===== config.mk =====
export PLATFORM = sky130hd
export DESIGN_NAME = norm_shift_resp_flat
export DESIGN_NICKNAME = d
export VERILOG_FILES = /design/src/rtl/norm_shift_resp_if.sv /design/src/rtl/norm_shift_resp.sv /design/src/flat_wrapper.sv
export SDC_FILE = /design/constraint.sdc
export NUM_CORES = 1
export LEC_CHECK = 0
export BUFFER_PORTS_ARGS = -buffer_cell sky130_fd_sc_hd__buf_4
export CAP_MARGIN = 20
export CORE_ASPECT_RATIO = 2
export CORE_UTILIZATION = 51
export CTS_CLUSTER_SIZE = 30
export DETAILED_ROUTE_END_ITERATION = 10
export PLACE_DENSITY_LB_ADDON = 0.05
export SLEW_MARGIN = 20
export SYNTH_ARGS = -nofsm -noshare
export SYNTH_HDL_FRONTEND = slang
export SYNTH_SLANG_ARGS = --single-unit
export TNS_END_PERCENT = 1

===== constraint.sdc =====
create_clock -name clk -period 2.4 [get_ports clk]
set_input_delay 0.48 -clock clk [delete_from_list [all_inputs] [get_ports clk]]
set_output_delay 0.48 -clock clk [all_outputs]
set_load 0.01 [all_outputs]

===== src/rtl/norm_shift_resp_if.sv =====
// rtl/norm_shift_resp_if.sv - ready/done request bus between a calling FSM and the normalise/shift responder
interface norm_shift_resp_if;
  logic        ready;
  logic        mode;
  logic [31:0] var1;
  logic [15:0] numShift;
  logic        done;
  logic        busy;
  logic [15:0] norm;
  logic [31:0] out;
  logic        overflow;

  modport master (
    output ready, mode, var1, numShift,
    input  done, busy, norm, out, overflow
  );

  modport slave (
    input  ready, mode, var1, numShift,
    output done, busy, norm, out, overflow
  );
endinterface


===== src/rtl/norm_shift_resp.sv =====
// rtl/norm_shift_resp.sv - bit-serial norm_l / saturating L_shl-L_shr responder, one 1-bit shift per clock
module norm_shift_resp #(
  parameter int MAX_RSHIFT = 31
) (
  input  logic             clk,
  input  logic             reset,
  norm_shift_resp_if.slave bus
);

  typedef enum logic [1:0] {S_IDLE, S_NORM, S_SHIFT, S_DONE} state_t;

  localparam logic [16:0] RMAX_WIDE = 17'(MAX_RSHIFT);
  localparam logic [5:0]  RMAX      = 6'(MAX_RSHIFT);

  state_t      state_q, state_d;
  logic [31:0] acc_q, acc_d;
  logic [5:0]  cnt_q, cnt_d;
  logic        mode_q, mode_d;
  logic        right_q, right_d;
  logic        sign_q, sign_d;
  logic        ovf_q, ovf_d;
  logic        done_q, done_d;
  logic [15:0] norm_q, norm_d;
  logic [31:0] out_q, out_d;
  logic        overflow_q, overflow_d;

  logic [16:0] n_abs;
  logic [5:0]  n_left;
  logic [5:0]  n_right;

  // Magnitude needs 17 bits so that -32768 is represented.
  always_comb begin
    n_abs   = bus.numShift[15] ? (17'd0 - {bus.numShift[15], bus.numShift})
                               : {1'b0, bus.numShift};
    n_left  = (n_abs > 17'd32) ? 6'd32 : n_abs[5:0];
    n_right = (n_abs > RMAX_WIDE) ? RMAX : n_abs[5:0];
  end

  always_comb begin
    state_d    = state_q;
    acc_d      = acc_q;
    cnt_d      = cnt_q;
    mode_d     = mode_q;
    right_d    = right_q;
    sign_d     = sign_q;
    ovf_d      = ovf_q;
    done_d     = 1'b0;
    norm_d     = norm_q;
    out_d      = out_q;
    overflow_d = overflow_q;

    case (state_q)
      S_IDLE: begin
        if (bus.ready) begin
          acc_d  = bus.var1;
          mode_d = bus.mode;
          sign_d = bus.var1[31];
          ovf_d  = 1'b0;
          if (!bus.mode) begin
            cnt_d   = 6'd0;
            right_d = 1'b0;
            state_d = S_NORM;
          end else begin
            // In shift mode the counter holds the remaining step count.
            right_d = bus.numShift[15];
            cnt_d   = bus.numShift[15] ? n_right : n_left;
            state_d = S_SHIFT;
          end
        end
      end

      S_NORM: begin
        if (acc_q == 32'd0) begin
          cnt_d   = 6'd0;
          state_d = S_DONE;
        end else if (acc_q == 32'hFFFF_FFFF) begin
          acc_d   = 32'h8000_0000;
          cnt_d   = 6'd31;
          state_d = S_DONE;
        end else if (acc_q[31] == acc_q[30]) begin
          acc_d = {acc_q[30:0], 1'b0};
          cnt_d = cnt_q + 6'd1;
        end else begin
          state_d = S_DONE;
        end
      end

      S_SHIFT: begin
        if (cnt_q == 6'd0) begin
          state_d = S_DONE;
        end else if (right_q) begin
          acc_d = {acc_q[31], acc_q[31:1]};
          cnt_d = cnt_q - 6'd1;
        end else if ((acc_q != 32'd0) && (acc_q[31] != acc_q[30])) begin
          // Next left shift would flip the sign: clamp toward the operand's sign.
          acc_d   = sign_q ? 32'h8000_0000 : 32'h7FFF_FFFF;
          ovf_d   = 1'b1;
          state_d = S_DONE;
        end else begin
          acc_d = {acc_q[30:0], 1'b0};
          cnt_d = cnt_q - 6'd1;
        end
      end

      S_DONE: begin
        done_d     = 1'b1;
        out_d      = acc_q;
        norm_d     = mode_q ? 16'd0 : {10'd0, cnt_q};
        overflow_d = ovf_q;
        state_d    = S_IDLE;
      end

      default: state_d = S_IDLE;
    endcase
  end

  always_ff @(posedge clk or negedge reset) begin
    if (!reset) begin
      state_q    <= S_IDLE;
      acc_q      <= 32'd0;
      cnt_q      <= 6'd0;
      mode_q     <= 1'b0;
      right_q    <= 1'b0;
      sign_q     <= 1'b0;
      ovf_q      <= 1'b0;
      done_q     <= 1'b0;
      norm_q     <= 16'd0;
      out_q      <= 32'd0;
      overflow_q <= 1'b0;
    end else begin
      state_q    <= state_d;
      acc_q      <= acc_d;
      cnt_q      <= cnt_d;
      mode_q     <= mode_d;
      right_q    <= right_d;
      sign_q     <= sign_d;
      ovf_q      <= ovf_d;
      done_q     <= done_d;
      norm_q     <= norm_d;
      out_q      <= out_d;
      overflow_q <= overflow_d;
    end
  end

  assign bus.done     = done_q;
  assign bus.busy     = (state_q == S_NORM) || (state_q == S_SHIFT);
  assign bus.norm     = norm_q;
  assign bus.out      = out_q;
  assign bus.overflow = overflow_q;

endmodule


===== src/flat_wrapper.sv =====
// flat-port wrapper written by rule: the top's interface ports become plain ports
module norm_shift_resp_flat 
#(
  parameter int MAX_RSHIFT = 31
)
  (clk, reset, bus_ready, bus_mode, bus_var1, bus_numShift, bus_done, bus_busy, bus_norm, bus_out, bus_overflow);
  norm_shift_resp_if bus_i ();
  input  logic clk;
  input  logic reset;
  input wire logic [$bits(bus_i.ready)-1:0] bus_ready;
  input wire logic [$bits(bus_i.mode)-1:0] bus_mode;
  input wire logic [$bits(bus_i.var1)-1:0] bus_var1;
  input wire logic [$bits(bus_i.numShift)-1:0] bus_numShift;
  output wire logic [$bits(bus_i.done)-1:0] bus_done;
  output wire logic [$bits(bus_i.busy)-1:0] bus_busy;
  output wire logic [$bits(bus_i.norm)-1:0] bus_norm;
  output wire logic [$bits(bus_i.out)-1:0] bus_out;
  output wire logic [$bits(bus_i.overflow)-1:0] bus_overflow;
  assign bus_i.ready = bus_ready;
  assign bus_i.mode = bus_mode;
  assign bus_i.var1 = bus_var1;
  assign bus_i.numShift = bus_numShift;
  assign bus_done = bus_i.done;
  assign bus_busy = bus_i.busy;
  assign bus_norm = bus_i.norm;
  assign bus_out = bus_i.out;
  assign bus_overflow = bus_i.overflow;
  norm_shift_resp #(.MAX_RSHIFT(MAX_RSHIFT)) u_core (.clk(clk), .reset(reset), .bus(bus_i));
endmodule

# == After elaboration in Yosys (flattened, before gate mapping) ==
# Cells that the tools add are included.
# totals
output_inout_bits,51
wordCells,87
register_bits,94
inputBits,52
# classes
eq_ne,17
order_cmp,2
n_addsub,3
mux,39
reduce_logical,14
# ops
op,count
32-bit 2-to-1 mux,8
32-bit one-hot mux with 3 select lines,1
6-bit 2-to-1 mux,12
32-bit == test (second input constant),1
32-bit zero test,1
32-bit nonzero test,1
6-bit one-hot mux with 3 select lines,1
17-bit by 5-bit greater-than comparator with 1-bit output (second input constant),1
17-bit by 6-bit greater-than comparator with 1-bit output (second input constant),1
17-bit 2-to-1 mux,1
1-bit by 16-bit subtractor with 17-bit output (first input constant),1
2-bit 2-to-1 mux,8
5-bit AND reduction,3
2-bit != test (second input constant),4
2-bit one-hot mux with 4 select lines,1
6-bit by 1-bit adder with 6-bit output (second input constant),1
6-bit zero test,1
1-bit 2-to-1 mux,6
3-bit by 1-bit != test with 1-bit output (second input constant),2
6-bit AND reduction,1
6-bit by 1-bit subtractor with 6-bit output (second input constant),1
2-bit == test (second input constant),2
4-bit by 1-bit != test with 1-bit output (second input constant),1
4-bit by 2-bit != test with 1-bit output (second input constant),1
14 further kinds,14

# == Depth between registers and ports, before layout ==
# Gate-level depths: netlist (run 1).
# depth
ltp_word,8
mapped_depth,12
mapped_depth_nobuf,9

# == Least setup slack after synthesis (run 1) ==
# Ideal clock, no wire load.
# synth_path
path_kind,input-to-reg
from,input port bus_numShift[0]
to,register u_core.cnt_q[2]
path_buffers,1
path_stages,10
arrival_ps,2651
setup_time_ps,65
path_slack_ps,-316
required_time_ps,2335
path_cell_list,inv_1 > ha_1 > or4b_1 > clkbuf_1 > or4_1 > a211oi_1 > o22ai_1 > o31ai_1 > and4_4 > a31o_1
# synth_between
elab_chain_cells,8
elab_cells_between_ends,10
cone_classes,add/sub (1); order compare (2); mux (7)
# synth_lines
element,line_no,source
start: declaration,flat_wrapper.sv:13,input wire logic [$bits(bus_i.numShift)-1:0] bus_numShift;
1-bit by 16-bit subtractor with 17-bit output,norm_shift_resp.sv:33,"n_abs = bus.numShift[15] ? (17'd0 - {bus.numShift[15], bus.numShift})"
17-bit 2-to-1 mux *,norm_shift_resp.sv:33,
17-bit by 6-bit greater-than comparator with 1-bit output / 17-bit by 5-bit greater-than comparator with 1-bit output (equally long branches),"norm_shift_resp.sv:35, norm_shift_resp.sv:36",
"6-bit 2-to-1 mux, on equally long branches","norm_shift_resp.sv:35, norm_shift_resp.sv:36",
6-bit 2-to-1 mux *,norm_shift_resp.sv:66,cnt_d = bus.numShift[15] ? n_right : n_left;
6-bit 2-to-1 mux *,norm_shift_resp.sv:59,if (!bus.mode) begin
6-bit 2-to-1 mux *,norm_shift_resp.sv:54,if (bus.ready) begin
6-bit one-hot mux with 3 select lines *,norm_shift_resp.sv:52,case (state_q)
end signal: assignment,norm_shift_resp.sv:133,cnt_q <= cnt_d;
end: declaration,norm_shift_resp.sv:17,"logic [5:0] cnt_q, cnt_d;"
# Every way passes the cells marked *; elsewhere a longest branch is shown, timed or not. The select of a mux whose other input is x is not followed.
# A chain may end at the register's enable or synchronous reset.

# == Worst setup path after layout (run 1) ==
# layout_path
from,input port bus_numShift[1]
to,register u_core.cnt_q[4]
# The elaborated chain is that of the path after synthesis.

==> results of run 1 <==
-- state kept, by name (all words and copies together) (netlist names) --
name	flops
u_core.bus.norm	6
u_core.cnt_q	6
u_core.bus.done	1
u_core.ovf_q	1
u_core.mode_q	1
u_core.sign_q	1
u_core.right_q	1
u_core.bus.overflow	1
u_core.state_q	2
u_core.acc_q	32
u_core.bus.out	32
-- where the power goes --
group	leakage, uW	internal [uW]	switching [uW]	total, uW
sequential	0.00104	2150	444	2590
clock	0.000132	811	593	1400
combinational	0.00209	3460	4330	7790
-- cell type report --
class	instances	area (sq um)	area share, %
multi-input cells	478	3400	44.6
flip-flops and latches	84	2100	27.6
repair buffers	198	1550	20.4
clock buffers	11	233	3.06
well taps	137	171	2.25
inverters	23	88.8	1.17
clock inverters	5	61.3	0.806
-- worst reg2reg max path, delay by kind of cell (launching register included) --
kind | cells | cell delay (ns)
AO/OA/AOI/OAI | 3 | 0.85
adder cells (fa/ha/maj) | 1 | 0.19
buffers and inverters | 3 | 0.48
flip-flops | 1 | 0.40
AND/OR/NAND/NOR | 3 | 0.41
-- cells in the final DEF (no fill, tap or decap), drive strengths merged, types with 4 or more instances in the layout --
| master | synthesis | final |
|---|---|---|
| buf | 18 | 198 |
| dfrtp | 84 | 84 |
| o21ai | 84 | 84 |
| nand2 | 76 | 76 |
| mux2 | 36 | 36 |
| a21oi | 36 | 36 |
| o31ai | 31 | 31 |
| a221oi | 30 | 30 |
| inv | 22 | 23 |
| nor3 | 15 | 15 |
| nor2 | 13 | 13 |
| nand4 | 12 | 12 |
| nor4 | 12 | 12 |
| ha | 11 | 11 |
| clkbuf | 50 | 11 |
| conb | 1 | 10 |
| nand3b | 7 | 7 |
| nand3 | 7 | 7 |
| xor2 | 6 | 6 |
| o22ai | 6 | 6 |
| mux2i | 5 | 5 |
| and2 | 4 | 4 |
| or2 | 4 | 4 |
| a211oi | 4 | 4 |
| o21a | 4 | 4 |
| o41ai | 4 | 4 |
-- stage by stage --
stage,utilization [%],total power [uW]
final,71.7,11800
after global routing,71.7,12600
after CTS,70.4,11500
after detailed placement,66.4,9960
after global placement,66.4,9750
after floorplan,-,7120
-- kinds of logic (layout without fill, tap and decap cells) --
| logic type | after synthesis | in the layout |
|---|---|---|
| DFF | 84 | 84 |
| AOI/OAI and AO/OA | 234 | 234 |
| adders and majority gates | 11 | 11 |
| other | 1 | 10 |
| buffers and inverters | 91 | 237 |
| xor gates and xnor gates | 7 | 7 |
| muxes | 41 | 41 |
| and+or+nand+nor | 175 | 175 |
-- worst paths after layout --
check | startpoint | to | slack [ns] | depth (start not counted)
worst max-delay path | bus_numShift[1] | u_core.cnt_q[4] | -0.08 | 11
worst min-delay path | reset | u_core.acc_q[19] | 0.17 | 2
worst max register to register | u_core.acc_q[30] | u_core.cnt_q[3] | -0.04 | 10
worst min register to register | u_core.bus.out[12] | u_core.bus.out[12] | 0.51 | 1
max in group asynchronous | reset | u_core.bus.out[2] | 1.89 | 2
min in group clk | bus_var1[31] | u_core.sign_q | 0.38 | 2
-- repair_timing --
item / 4_1_cts / 5_1_grt
setup endpoints to repair: 39 / 40
pin swaps: 17 / 14
gates resized for setup: 25 / 27
setup buffers: 3 / 1
-- layer usage --
metal | wire [um] | global-route usage (%) | vias up
met5 | 0 | 0 | -
met4 | 967 | 22.7 | 0
met3 | 784 | 4.55 | 70
met2 | 10100 | 59.9 | 237
met1 | 6160 | 31.9 | 2827
li1 | - | - | 2701
==> results.yml, run 1 <==
routing:
  drtAntennaViolNets: 0
  routed_wl_um: 18100
  num_vias: 5835
  routed_via_density: 6.23
  routedWlPerCell_um: 19.3
  drt_iter0_drc: 431
  first_pass_iters: 7
  drc: 0
logic_synthesis:
  postSynthCellCount: 644
  synth-edff-count: 0
  synth_top_area_share_pct: 37.3
  synth_largest_area_cell: "dfrtp_1"
  ys_types: 77
  yosysWarnings: 0
  synthSimpleGateAreaFrac_pct: 16.3
  yosysMostFrequentCell: "dfrtp_1"
  synth_top_family_by_area: "compound AO/OA/AOI/OAI gates"
  synthFlopType: "dfrtp_1"
  synthAdderAreaFrac_pct: 2.45
  ys_ff_latch: 84
  synth_xor_area_share_pct: 1.09
  synth-compound-area-share_pct: 27.6
  yosys-top-cells-area: "dfrtp_1, mux2_2, nand2_1"
  ys_seq_area_share_pct: 37.3
  syn_area_sq_um: 5630
  syn_area_per_cell_sq_um: 8.74
  synthMuxAreaShare_pct: 8.09
  yosys-top-cells-count: "dfrtp_1, nand2_1, clkbuf_1, o21ai_0, o21ai_1"
  synth-async-reset-ratio_pct: 100
run:
  cap_violations: 0
run_status:
  status: "finished, violations left"
  violations: "negative setup slack"
sta:
  worst_pin_slew_ns: 0.651
  final-max-slew-violation-count: 0
  rsz0062_at_grt: "yes"
  hold_slack_ns: 0.169
  finalSetupViolCount: 4
  relSlewSlack_pct: 56.2
  finClkSkew_ns: 0.00904
  tns_ns: -0.143
  max_freq_ghz: 0.403
  post-route-period-util_pct: 103
  hold_viol: 0
  fin_ws_ns: -0.0799
  final.min_clock_period_ns: 2.48
setup_path:
  path_max_fanout: 6
  crit_family: "compound AO/OA/AOI/OAI gates"
  cp-end-kind: "register"
  worstPathCellList: "buf_4 > inv_4 > ha_4 > or4b_4 > buf_6 > nor2_2 > o221ai_1 > a22o_2 > o41ai_2 > a32oi_1 > a221o_1"
  crit_path_max_incr_delay_ns: 0.46
  cp-start-kind: "primary input"
  crit_slowest_cell: "or4b_4"
  criticalPathCategory: "in2reg"
  crit_required_ns: 2.62
  cp.buffers_inverters: 3
  cp.arrival_ns: 2.70
cts:
  cts_tree: "built"
  clockBufferDepth: 2
  cts_max_level: 3
  cts_root_buffer: "clkbuf_16"
  clock_latency_ns: 0.34
  clock-sinks: 84
  cts_made_buffers: 9
  postCtsHoldBufs: 0
  clk_pin_slew_worst_paths_ns: 0.07
placed_design:
  gp_congestion: 0.869
  dp_worst_setup_slack_ns: -0.543
  dp.cells: 916
  placed_area_sq_um: 7040
  numPortBuffers: 92
  hpwl_um: 13100
floorplanning:
  io_pins: 103
  initial_utilization_pct: 53.0
  die_h_um: 151
  die_w_um: 76.3
  die_area_sq_um: 11500
  core_sq_um: 10600
  fp-row-count: 53
finish:
  antenna_cells: 0
  final_cell_area_sq_um: 7610
  fillCellCount: 884
  nNetsFinal: 857
  area_delta_synth_final_pct: 35.1
  stdcell_count: 936
  drive_gt1_share_pct: 38.4
global_route:
  grt.overflow.total: 0
  grt_pass1_vias: 5892
  track_usage_pct: 31.9
  grt_first_pass_wirelength_um: 28700
  antenna_found_initial: 0
  grt_max_degree: 85
worst_hold_path:
  hold_class: "in2async"
power:
  ir_worst_vdd_mv: 0.848
  pwr_density_cell_nw_per_um2: 1550
  p_leak_uw: 0.00327
(Power assumes the default switching activity.)
==> run 2, diff against run 1 <==
Settings changed: CORE_MARGIN set to 2, PLACE_DENSITY set to 0.83, PLACE_DENSITY_LB_ADDON 0.05 to unset.
==> run 2 against run 1 <==
Against the previous run: maximum frequency is 0.93% higher; via count is 4.4% higher; largest cell class unchanged; the flow still finishes with violations (negative setup slack); total power is 2.3% higher; sequential share of layout area is 0.091 points lower; clock power is 6% lower.
==> results.yml, run 2 (synthesized netlist as in run 1, its figures left out) <==
sta:
  finClkSkew_ns: 0.00416
  hold_viol: 0
  final.min_clock_period_ns: 2.46
  final-max-slew-violation-count: 0
  fin_ws_ns: -0.0570
  hold_slack_ns: 0.149
  worst_pin_slew_ns: 0.655
  rsz0062_at_grt: "yes"
  max_freq_ghz: 0.407
  relSlewSlack_pct: 56.3
  finalSetupViolCount: 12
  post-route-period-util_pct: 102
floorplanning:
  fp-row-count: 54
  die_area_sq_um: 11900
  initial_utilization_pct: 52.1
  die_w_um: 78.3
  io_pins: 103
  core_sq_um: 10800
  die_h_um: 153
finish:
  mostFrequentLayoutCells: "buf_4, dfrtp_1, nand2_1, o21ai_1, o21ai_0"
  antenna_cells: 0
  area_delta_synth_final_pct: 35.6
  seqCellArea_sq_um: 2100
  stdcell_count: 942
  final_common_cell: "buf_4"
  final_cell_area_sq_um: 7630
  fillCellCount: 802
  drive_gt1_share_pct: 39.5
  multi_input_area_sq_um: 3430
  nNetsFinal: 861
run_status:
  status: "finished, violations left"
  violations: "negative setup slack"
setup_path:
  crit_slowest_cell: "dfrtp_1"
  reg2reg_slack_ns: -0.06
  crit_required_ns: 2.61
  cp-start-kind: "register"
  criticalPathCategory: "reg2reg"
  worstPathCellList: "nor4_2 > nand4_1 > or2_4 > buf_4 > a21oi_1 > o31ai_1 > a221oi_1 > o21ai_1"
  rr_endpoint: "u_core.acc_q[4]"
  r2r-start: "u_core.acc_q[8]"
  cp-end-kind: "register"
  ff2ff_path_depth: 8
  path_max_fanout: 15
  cp.arrival_ns: 2.67
  crit_path_max_incr_delay_ns: 0.41
placed_design:
  dp.cells: 922
  numPortBuffers: 92
  placed_area_sq_um: 7080
  hpwl_um: 13400
  dp_worst_setup_slack_ns: -0.457
  gp_congestion: 0.896
cts:
  clock_latency_ns: 0.34
  cts_root_buffer: "clkbuf_16"
  cts_made_buffers: 9
  clock-sinks: 84
  cts_tree: "built"
  cts_max_level: 3
  clockBufferDepth: 2
  postCtsHoldBufs: 0
  clk_pin_slew_worst_paths_ns: 0.06
worst_hold_path:
  hold_class: "in2async"
routing:
  drc: 0
  routed_via_density: 6.46
  routedWlPerCell_um: 20.1
  drt_iter0_drc: 752
  routed_wl_um: 18900
  first_pass_iters: 5
  drtAntennaViolNets: 0
  num_vias: 6089
global_route:
  gr-usage-met1_pct: 32.6
  grt_max_degree: 85
  gr-usage-met3_pct: 3.50
  grt_first_pass_wirelength_um: 30500
  antenna_found_initial: 0
  track_usage_pct: 32.1
  grtUsageMet2_pct: 60.1
  grt.overflow.total: 0
  grt_pass1_vias: 6169
  busiest_layer: "met2"
power:
  total_power_uw: 12100
  pwr_density_cell_nw_per_um2: 1580
  ir_worst_vdd_mv: 0.920
  p_leak_uw: 0.00329
run:
  cap_violations: 0
run 2: per-layer routing:
layer / part of all wire, % / vias to the layer above
li1: - / 2711
met1: 33 / 2931
met2: 55 / 338
met3: 5.1 / 109
met4: 7.0 / 0
met5: 0 / -
run 2: power breakdown:
part	switching (uW)	leakage, uW	total, uW	internal (uW)
combinational	4540	0.00211	8120	3570
clock	562	0.000133	1310	748
sequential	479	0.00104	2630	2150
total	5580	0.00329	12100	6470
run 2: cell type report:
cell class                 instances  share of cell area (%)
inverter                          23                    1.13
tap                              140                    2.30
sequential                        84                    27.5
clock inverter                     4                   0.328
clock buffer                      11                    3.31
timing repair buffer             202                    20.5
multi-input combinational        478                    44.9
run 2: how the worst max path moves through the flow:
| stage | cells after the start | endpoint | slack [ns] | startpoint |
|---|---|---|---|---|
| after global routing | 9 | u_core.acc_q[31] | -0.19 | u_core.acc_q[30] |
| after global placement | 8 | u_core.cnt_q[2] | -0.41 | bus_numShift[8] |
| after detailed placement | 8 | u_core.cnt_q[2] | -0.46 | bus_numShift[8] |
| final | 8 | u_core.acc_q[4] | -0.06 | u_core.acc_q[8] |
| after CTS | 11 | u_core.cnt_q[4] | -0.03 | bus_numShift[1] |
| after floorplan | 9 | u_core.cnt_q[4] | -0.23 | bus_numShift[2] |
run 2: critical path: cells and delay by family, from the launching register on:
kind	cells	cell delay, ns
buffers and inverters	1	0.20
DFF	1	0.41
and+or+nand+nor	3	0.97
AOI/OAI and AO/OA	4	0.74
run 2: timing repair:
item,4_1_cts,5_1_grt
buffers inserted,2,4
pin swaps,10,11
resized for setup,21,29
setup endpoints to repair,40,40
hold endpoints to repair,0,0
run 2: stage by stage:
step / setup TNS, ns / util (%)
6_report: -0.339 / 70.6
5_1_grt: -2.97 / 70.6
4_1_cts: -0.138 / 69.2
3_5_place_dp: -5.88 / 65.5
3_3_place_gp: -4.17 / 65.5
2_1_floorplan: -3.19 / -
==> run 3, diff against run 2 <==
Settings changed: CAP_MARGIN 20 to unset, CORE_UTILIZATION 51 to 45, PLACE_DENSITY 0.83 to 0.75.
==> run 3 against run 2 <==
Against the previous run: wire length fell by 2.9%; register-to-register slack improved by 0.05 ns; total power fell by 2.2%; flip-flop and latch count did not move; clock skew rose by 0.0031 ns; the flow still finishes with violations (negative setup slack); hold slack got worse by 0.054 ns; final cell count rose by 0.53%; core utilization fell by 8.0 points; non-clock buffer count fell by 2; critical path type is now in2reg; die area rose by 13%.
==> results.yml, run 3 (synthesized netlist as in run 1, its figures left out) <==
finish:
  stdcell_count: 947
  mostFrequentLayoutCells: "buf_4, dfrtp_1, nand2_1, o21ai_0, o21ai_1"
  nNetsFinal: 859
  final_cell_area_sq_um: 7640
  drive_gt1_share_pct: 38.5
  final_common_cell: "buf_4"
  area_delta_synth_final_pct: 35.7
  antenna_cells: 0
  final_util_pct: 62.6
floorplanning:
  core_sq_um: 12200
  fp-row-count: 57
  die_h_um: 162
  initial_utilization_pct: 46.1
  io_pins: 103
  die_w_um: 83.1
  die_area_sq_um: 13500
placed_design:
  gp_congestion: 0.939
  dp.cells: 929
  numPortBuffers: 92
  placed_area_sq_um: 7090
  dp_worst_setup_slack_ns: -0.562
  hpwl_um: 13200
sta:
  hold_viol: 0
  finClkSkew_ns: 0.00725
  finalSetupViolCount: 5
  relSlewSlack_pct: 60.1
  final.min_clock_period_ns: 2.47
  max_freq_ghz: 0.406
  post-route-period-util_pct: 103
  fin_ws_ns: -0.0656
  worst_pin_slew_ns: 0.594
  rsz0062_at_grt: "yes"
  final-max-slew-violation-count: 0
global_route:
  track_usage_pct: 26.9
  grt_max_degree: 62
  antenna_found_initial: 0
  grt_first_pass_wirelength_um: 29400
  grt.overflow.total: 0
  grt_pass1_vias: 6007
power:
  ir_worst_vdd_mv: 1.00
  p_leak_uw: 0.00330
  p_sw_uw: 5370
  pwr-share-clk_pct: 11.9
  pwr-share-seq_pct: 22.0
  pwr_density_cell_nw_per_um2: 1540
  p_comb_share_pct: 66.1
  intPower_uw: 6420
  sw_frac_of_total_pct: 45.6
setup_path:
  crit_slowest_cell: "or4_4"
  cp.arrival_ns: 2.69
  crit_required_ns: 2.63
  criticalPathCategory: "in2reg"
  worstPathCellList: "buf_4 > or4_4 > buf_6 > or3_4 > a211oi_2 > o21ai_2 > nor3_4 > a32oi_1 > a221o_1"
  cp-end-kind: "register"
  crit_path_max_incr_delay_ns: 0.57
  r2r-start: "u_core.acc_q[20]"
  crit_family: "simple AND/OR/NAND/NOR gates"
  setup.worst_path.start: "bus_numShift[3]"
  cp-start-kind: "primary input"
  rr_endpoint: "u_core.acc_q[31]"
  cp.buffers_inverters: 2
  path_max_fanout: 5
  ff2ff_path_depth: 8
  path_depth: 9
  reg2reg_slack_ns: -0.01
routing:
  routed_wl_um: 18400
  drt_iter0_drc: 620
  drc: 0
  routed_via_density: 6.29
  num_vias: 5952
  drtAntennaViolNets: 0
  routedWlPerCell_um: 19.4
  first_pass_iters: 6
run_status:
  violations: "negative setup slack"
  status: "finished, violations left"
cts:
  cts_made_buffers: 9
  clock_latency_ns: 0.34
  clockBufferDepth: 2
  cts_tree: "built"
  cts_root_buffer: "clkbuf_16"
  clk_pin_slew_worst_paths_ns: 0.06
  cts_max_level: 3
  clock-sinks: 84
run:
  cap_violations: 0
worst_hold_path:
  hold_class: "in2async"
[run 3: cell types whose count changed in the layout (fill, tap and decap cells not counted), moves of 3 or more]
cell	previous run	this run
o31ai_1	19	28
o31ai_2	12	3
buf_4	198	192
buf_6	0	5
o21ai_1	41	37
o21ai_0	40	43
[run 3: per-stage QoR]
step / total power [uW] / setup TNS [ns] / hold WS [ns]
after floorplan: 7120 / -3.19 / 0.184
after global placement: 9720 / -3.79 / 0.468
after detailed placement: 9940 / -6.06 / 0.474
after CTS: 11400 / -0.272 / 0.118
after global routing: 12600 / -0.756 / 0.138
final: 11800 / -0.189 / 0.0955
[run 3: final cells by class]
type	instances	area [sq um]
clock buffer	11	243
clock inverter	4	50.0
fill	1022	4560
inverter	23	91.3
multi-input combinational	478	3410
sequential	84	2100
tap	147	184
timing repair buffer	200	1560
[run 3: worst register-to-register path, cell delays in order (launching register included)]
cell and delay (ns):
dfrtp_1 0.40, nor4_2 0.35, nand4_1 0.21, buf_4 0.19, o2111a_2 0.29, buf_6 0.13
a222oi_1 0.35, a21oi_1 0.12, mux2_4 0.27
[run 3: power by group through the flow]
stage / clock, uW / combinational, uW / sequential (uW)
floorplan: 0 / 4260 / 2860
global placement: 0 / 7170 / 2550
detailed placement: 0 / 7360 / 2580
CTS: 1410 / 7470 / 2570
global route: 1460 / 8490 / 2680
finish: 1400 / 7790 / 2600
[run 3: worst max path at each step]
stage | end
global placement | u_core.cnt_q[4]
global route | u_core.cnt_q[4]
CTS | u_core.acc_q[31]
finish | u_core.cnt_q[4]
detailed placement | u_core.cnt_q[0]
floorplan | u_core.cnt_q[4]
[run 3: per-layer routing]
layer | share of wire (%) | track usage (%)
met1 | 34 | 26.7
met2 | 56 | 51.9
met3 | 4.2 | 3.15
met4 | 6.0 | 16.8
met5 | 0 | 0
[run 3: timing repair]
item,in CTS,in global routing
resized for setup,23,26
cloned,0,0
pin swaps,18,12
hold buffers,0,0
buffers inserted,4,0
endpoints found under the setup margin,40,38
